$ cat src/rtl/bus_fetch_sequencer_pkg.sv
// Shared types and encodings for the instruction-fetch bus sequencer.
//   seq_state_t : FSM state encoding; the numeric value is exported on state_dbg
//   PC_*        : PCMUX select encodings
package seq_pkg;

  typedef enum logic [2:0] {
    HALT  = 3'd0,
    F1    = 3'd1,
    F2    = 3'd2,
    F3    = 3'd3,
    EXEC  = 3'd4,
    PAUSE = 3'd5
  } seq_state_t;

  localparam logic [1:0] PC_INC  = 2'b00;
  localparam logic [1:0] PC_BUS  = 2'b01;
  localparam logic [1:0] PC_ADDR = 2'b10;

endpackage

$ cat src/rtl/bus_fetch_sequencer_rise_detect.sv
// 1-bit rising-edge detector with a registered history bit.
//   clk   in  : rising-edge clock
//   reset in  : synchronous active-high reset, clears the history bit
//   d     in  : level to watch
//   rise  out : d is 1 now and was 0 on the previous clock
module rise_detect (
  input  logic clk,
  input  logic reset,
  input  logic d,
  output logic rise
);

  logic d_q;

  always_ff @(posedge clk) begin
    if (reset) d_q <= 1'b0;
    else       d_q <= d;
  end

  assign rise = d & ~d_q;

endmodule

$ cat src/rtl/bus_fetch_sequencer.sv
// Moore FSM sequencing the shared 16-bit bus through the fetch phases
// (MAR<-PC, MDR<-M[MAR], IR<-MDR), then handing bus and loads to the execute
// unit until it reports completion. Supports PAUSE with resume on a Continue rise.
//   Clk, Reset              : clock, synchronous active-high reset
//   Run                     : start fetching (HALT only)
//   Continue                : resume from PAUSE on a 0->1 edge
//   ex_done, pause_req      : execute-unit completion and pause flag (EXEC only)
//   Gate{ALU,PC,MARMUX,MDR} : one-hot bus gate selects
//   LD_{MAR,MDR,IR,PC}      : register load enables
//   PCMUX_sel, mem_rd       : PC mux select, memory read strobe
//   ex_grant                : execute unit owns the bus
//   state_dbg               : encoded current state
//
// state | meaning
// HALT  | idle, waiting for Run
// F1    | MAR<-PC, PC<-PC+1
// F2    | memory read, MEM_WAIT cycles; LD_MDR on the last one
// F3    | IR<-MDR
// EXEC  | execute unit owns the bus until ex_done
// PAUSE | idle until a Continue rise
module bus_fetch_sequencer #(
  parameter int         MEM_WAIT = 2,
  parameter logic [1:0] PC_INC   = 2'b00
) (
  input  logic       Clk,
  input  logic       Reset,
  input  logic       Run,
  input  logic       Continue,
  input  logic       ex_done,
  input  logic       pause_req,
  output logic       GateALU,
  output logic       GatePC,
  output logic       GateMARMUX,
  output logic       GateMDR,
  output logic       LD_MAR,
  output logic       LD_MDR,
  output logic       LD_IR,
  output logic       LD_PC,
  output logic [1:0] PCMUX_sel,
  output logic       mem_rd,
  output logic       ex_grant,
  output logic [2:0] state_dbg
);

  import seq_pkg::seq_state_t;
  import seq_pkg::HALT;
  import seq_pkg::F1;
  import seq_pkg::F2;
  import seq_pkg::F3;
  import seq_pkg::EXEC;
  import seq_pkg::PAUSE;

  localparam int                CNT_W    = $clog2(MEM_WAIT + 1);
  localparam logic [CNT_W-1:0]  CNT_INIT = CNT_W'(MEM_WAIT - 1);

  seq_state_t       state;
  logic [CNT_W-1:0] wait_cnt;
  logic             cont_rise;

  rise_detect u_cont_rise (
    .clk   (Clk),
    .reset (Reset),
    .d     (Continue),
    .rise  (cont_rise)
  );

  always_ff @(posedge Clk) begin
    if (Reset) begin
      state    <= HALT;
      wait_cnt <= '0;
    end else begin
      case (state)
        HALT:  if (Run) state <= F1;
        F1: begin
          state    <= F2;
          wait_cnt <= CNT_INIT;
        end
        // wait_cnt counts the remaining F2 cycles after this one
        F2: begin
          if (wait_cnt != '0) wait_cnt <= wait_cnt - 1'b1;
          else                state    <= F3;
        end
        F3:    state <= EXEC;
        EXEC:  if (ex_done) state <= pause_req ? PAUSE : F1;
        PAUSE: if (cont_rise) state <= F1;
        default: state <= HALT;
      endcase
    end
  end

  // GateALU/GateMARMUX stay low here: the execute unit drives those while
  // it holds ex_grant.
  always_comb begin
    GateALU    = 1'b0;
    GatePC     = 1'b0;
    GateMARMUX = 1'b0;
    GateMDR    = 1'b0;
    LD_MAR     = 1'b0;
    LD_MDR     = 1'b0;
    LD_IR      = 1'b0;
    LD_PC      = 1'b0;
    PCMUX_sel  = 2'b00;
    mem_rd     = 1'b0;
    ex_grant   = 1'b0;
    case (state)
      F1: begin
        GatePC    = 1'b1;
        LD_MAR    = 1'b1;
        LD_PC     = 1'b1;
        PCMUX_sel = PC_INC;
      end
      F2: begin
        mem_rd = 1'b1;
        LD_MDR = (wait_cnt == '0);
      end
      F3: begin
        GateMDR = 1'b1;
        LD_IR   = 1'b1;
      end
      EXEC:    ex_grant = 1'b1;
      default: ;
    endcase
  end

  assign state_dbg = state;

endmodule
$ cat config.mk
export PLATFORM = sky130hd
export DESIGN_NAME = bus_fetch_sequencer
export DESIGN_NICKNAME = d
export VERILOG_FILES = /design/src/rtl/bus_fetch_sequencer_pkg.sv /design/src/rtl/bus_fetch_sequencer_rise_detect.sv /design/src/rtl/bus_fetch_sequencer.sv
export SDC_FILE = /design/constraint.sdc
export NUM_CORES = 1
export LEC_CHECK = 0
export BUFFER_PORTS_ARGS = -buffer_cell sky130_fd_sc_hd__buf_2
export CAP_MARGIN = 0
export CORE_AREA = 5 5 42 44
export CTS_CLUSTER_SIZE = 24
export DETAILED_ROUTE_END_ITERATION = 6
export DIE_AREA = 0 0 47 49
export GPL_ROUTABILITY_DRIVEN = 0
export PLACE_DENSITY_LB_ADDON = 0.15
export SYNTH_ARGS = -nofsm -noshare
export SYNTH_HDL_FRONTEND = slang
export SYNTH_SLANG_ARGS = --single-unit
export TNS_END_PERCENT = 1
$ cat constraint.sdc
create_clock -name Clk -period 1.5 [get_ports Clk]
set_input_delay 0.3 -clock Clk [delete_from_list [all_inputs] [get_ports Clk]]
set_output_delay 0.3 -clock Clk [all_outputs]
set_load 0.01 [all_outputs]
==> impl_metrics.tcl <==
set metrics [dict create \
    status "completed" \
    clkTransAtPathRegs_ns 0.05 \
    drc 0 \
    hold_buffers 0 \
    wirelength_um 763 \
    hold_depth 3 \
    start_kind "flop" \
    synthFlopType "dfxtp_1" \
    postSynthAreaPerCell_um2 8.67 \
    cts_buffers 3 \
    cts.sinks 6 \
    dr_total_vias 333 \
    fmax_mhz 701 \
    grt_overflow 0 \
    grt_pass1_vias 307 \
    die_h_um 49 \
    finalNonFillerCells 79 \
    drt-pass1-iter-count 1 \
    start_util_pct 27.2 \
    synth_area_leaders "dfxtp_1 (31%), buf_4 (14%), nor4b_4 (6.2%)" \
    grt_pass1_wl_mm 1.23 \
    synth-edff-count 0 \
    slew_viol_final 0 \
    dpl.cell_count 73 \
    ant_nets 0 \
    htreeDepth 1 \
    syn_area_um2 382 \
    hold_violations 0 \
    path_class "flop to output pin" \
    synthDistinctLibCells 21 \
    fillers 157 \
    clk_path_buf_depth 2 \
    boundaryPins 21 \
    tns_ns 0 \
    required_ns 1.20 \
    drive_gt1_share_pct 54.0 \
    grt_max_degree 9 \
    viasPerCell 4.22 \
    cp.arrival_ns 1.13 \
    synth_warnings 0 \
    min_path_type "input pin to flop" \
    skew_ns 0.00150 \
    ys_ff_latch 6 \
    fin_crit_ns 1.43 \
    die_w_um 47 \
    drv_cap 0 \
    synth_top_area_cell "dfxtp_1" \
    syn2layout_area_growth_pct 32.8 \
    root_buffer "clkbuf_4" \
    rows 14 \
    period_share_pct 95.0 \
    fp.dieArea_um2 2300 \
    ys_seq_area_share_pct 31.5 \
    yosysMostFrequentCell "buf_4" \
    design.core.area_um2 1400 \
    io_buffer_count 16 \
    synth.top_cell.area_share_pct 31.5 \
    drt-initial-drc-count 0 \
    powerDensity_nw_per_um2 1090 \
    rr_worst_depth 5 \
    cp_max_fo 8 \
    antenna_found_initial 0 \
    insertion_delay_ns 0.24 \
    holdWs_ns 0.287 \
    cts_tree "done" \
    synth_cells 44 \
    async_flop_share_pct 0 \
    report.power.total_uw 553 \
    avgRoutedWirePerCell_um 9.66 \
    hpwl_um 613 \
    setup_viol 0 \
    antenna_cells 0 \
    p_leak_uw 0.000246 \
    ys_top_cells_by_count "buf_4 (7), dfxtp_1 (6), nor2_1 (6)" \
    peakVddDrop_v 0.000340 \
    critPathCaptureType "output pin" \
    grt_usage_pct 7.90 \
    finalNetCount 72 \
]
==> worst max-delay path: stages, from the launching register on <==
cell and delay [ns]:
dfxtp_4 0.38, or2b_1 0.27, nor2_2 0.10, buf_2 0.13
==> registers in the layout (all words and copies together) (netlist names) <==
signal           flops
state_dbg            3
wait_cnt             2
u_cont_rise.d_q      1
==> per-stage QoR <==
step           utilization (%)  setup WS, ns  cell area (um^2)
2_1_floorplan                -        0.0669               393
3_3_place_gp              32.0         0.170               448
3_5_place_dp              32.0         0.182               448
4_1_cts                   34.0     0.0000134               477
5_1_grt                   36.2      -0.00228               507
6_report                  36.2        0.0744               507
==> per-layer routing <==
metal | share of wire, % | global-route usage (%) | wire [um]
met5 | 0 | 0 | 0
met4 | 2.5 | 11.1 | 19
met3 | 5.6 | 2.58 | 43
met2 | 51 | 10.9 | 388
met1 | 41 | 7.30 | 311
==> timing repair <==
| action | 4_1_cts | 5_1_grt |
|---|---|---|
| setup endpoints to repair | 6 | 5 |
| resized for setup | 4 | 4 |
| buffers inserted | 0 | 3 |
==> report_power, final <==
part | switching (uW) | total (uW) | internal (uW)
clock | 58.2 | 149 | 90.5
combinational | 96.6 | 195 | 98.0
sequential | 26.6 | 210 | 183
total | 181 | 553 | 371
==> cells by family after synthesis <==
kind of cell / synth area share [%]
and+or+nand+nor: 29.2
AOI/OAI and AO/OA: 14.4
muxes: 2.95
adders and majority gates: 3.28
DFF: 31.5
other: 0.983
buffers and inverters: 17.7
==> area by class of cell <==
type / count / area, um^2 / share of cell area (%)
clock buffer: 3 / 22.5 / 4.44
inverter: 4 / 15.0 / 2.96
timing repair buffer: 20 / 110 / 21.7
sequential: 6 / 128 / 25.2
multi-input combinational: 30 / 211 / 41.7
tap: 16 / 20.0 / 3.95
==> cells in the final DEF (no fill, tap or decap), types with 2 or more instances in the layout <==
cell type and n:
inv_1 4, o21ai_0 2, buf_2 16, conb_1 4
a21oi_1 3, nor2_1 5, dfxtp_1 2, dfxtp_2 3
buf_4 4, clkbuf_4 3, nand2_1 2
==> path summary, 6_finish.rpt <==
check | endpoint | slack (ns) | from
max | GateMDR | 0.07 | state_dbg[1]$_SDFFE_PP0P_
min | u_cont_rise.d_q$_SDFF_PP0_ | 0.29 | Continue
max reg2reg | wait_cnt[0]$_SDFFE_PP0P_ | 0.26 | wait_cnt[0]$_SDFFE_PP0P_
min reg2reg | wait_cnt[0]$_SDFFE_PP0P_ | 0.44 | wait_cnt[0]$_SDFFE_PP0P_
(Power assumes the default switching activity.)
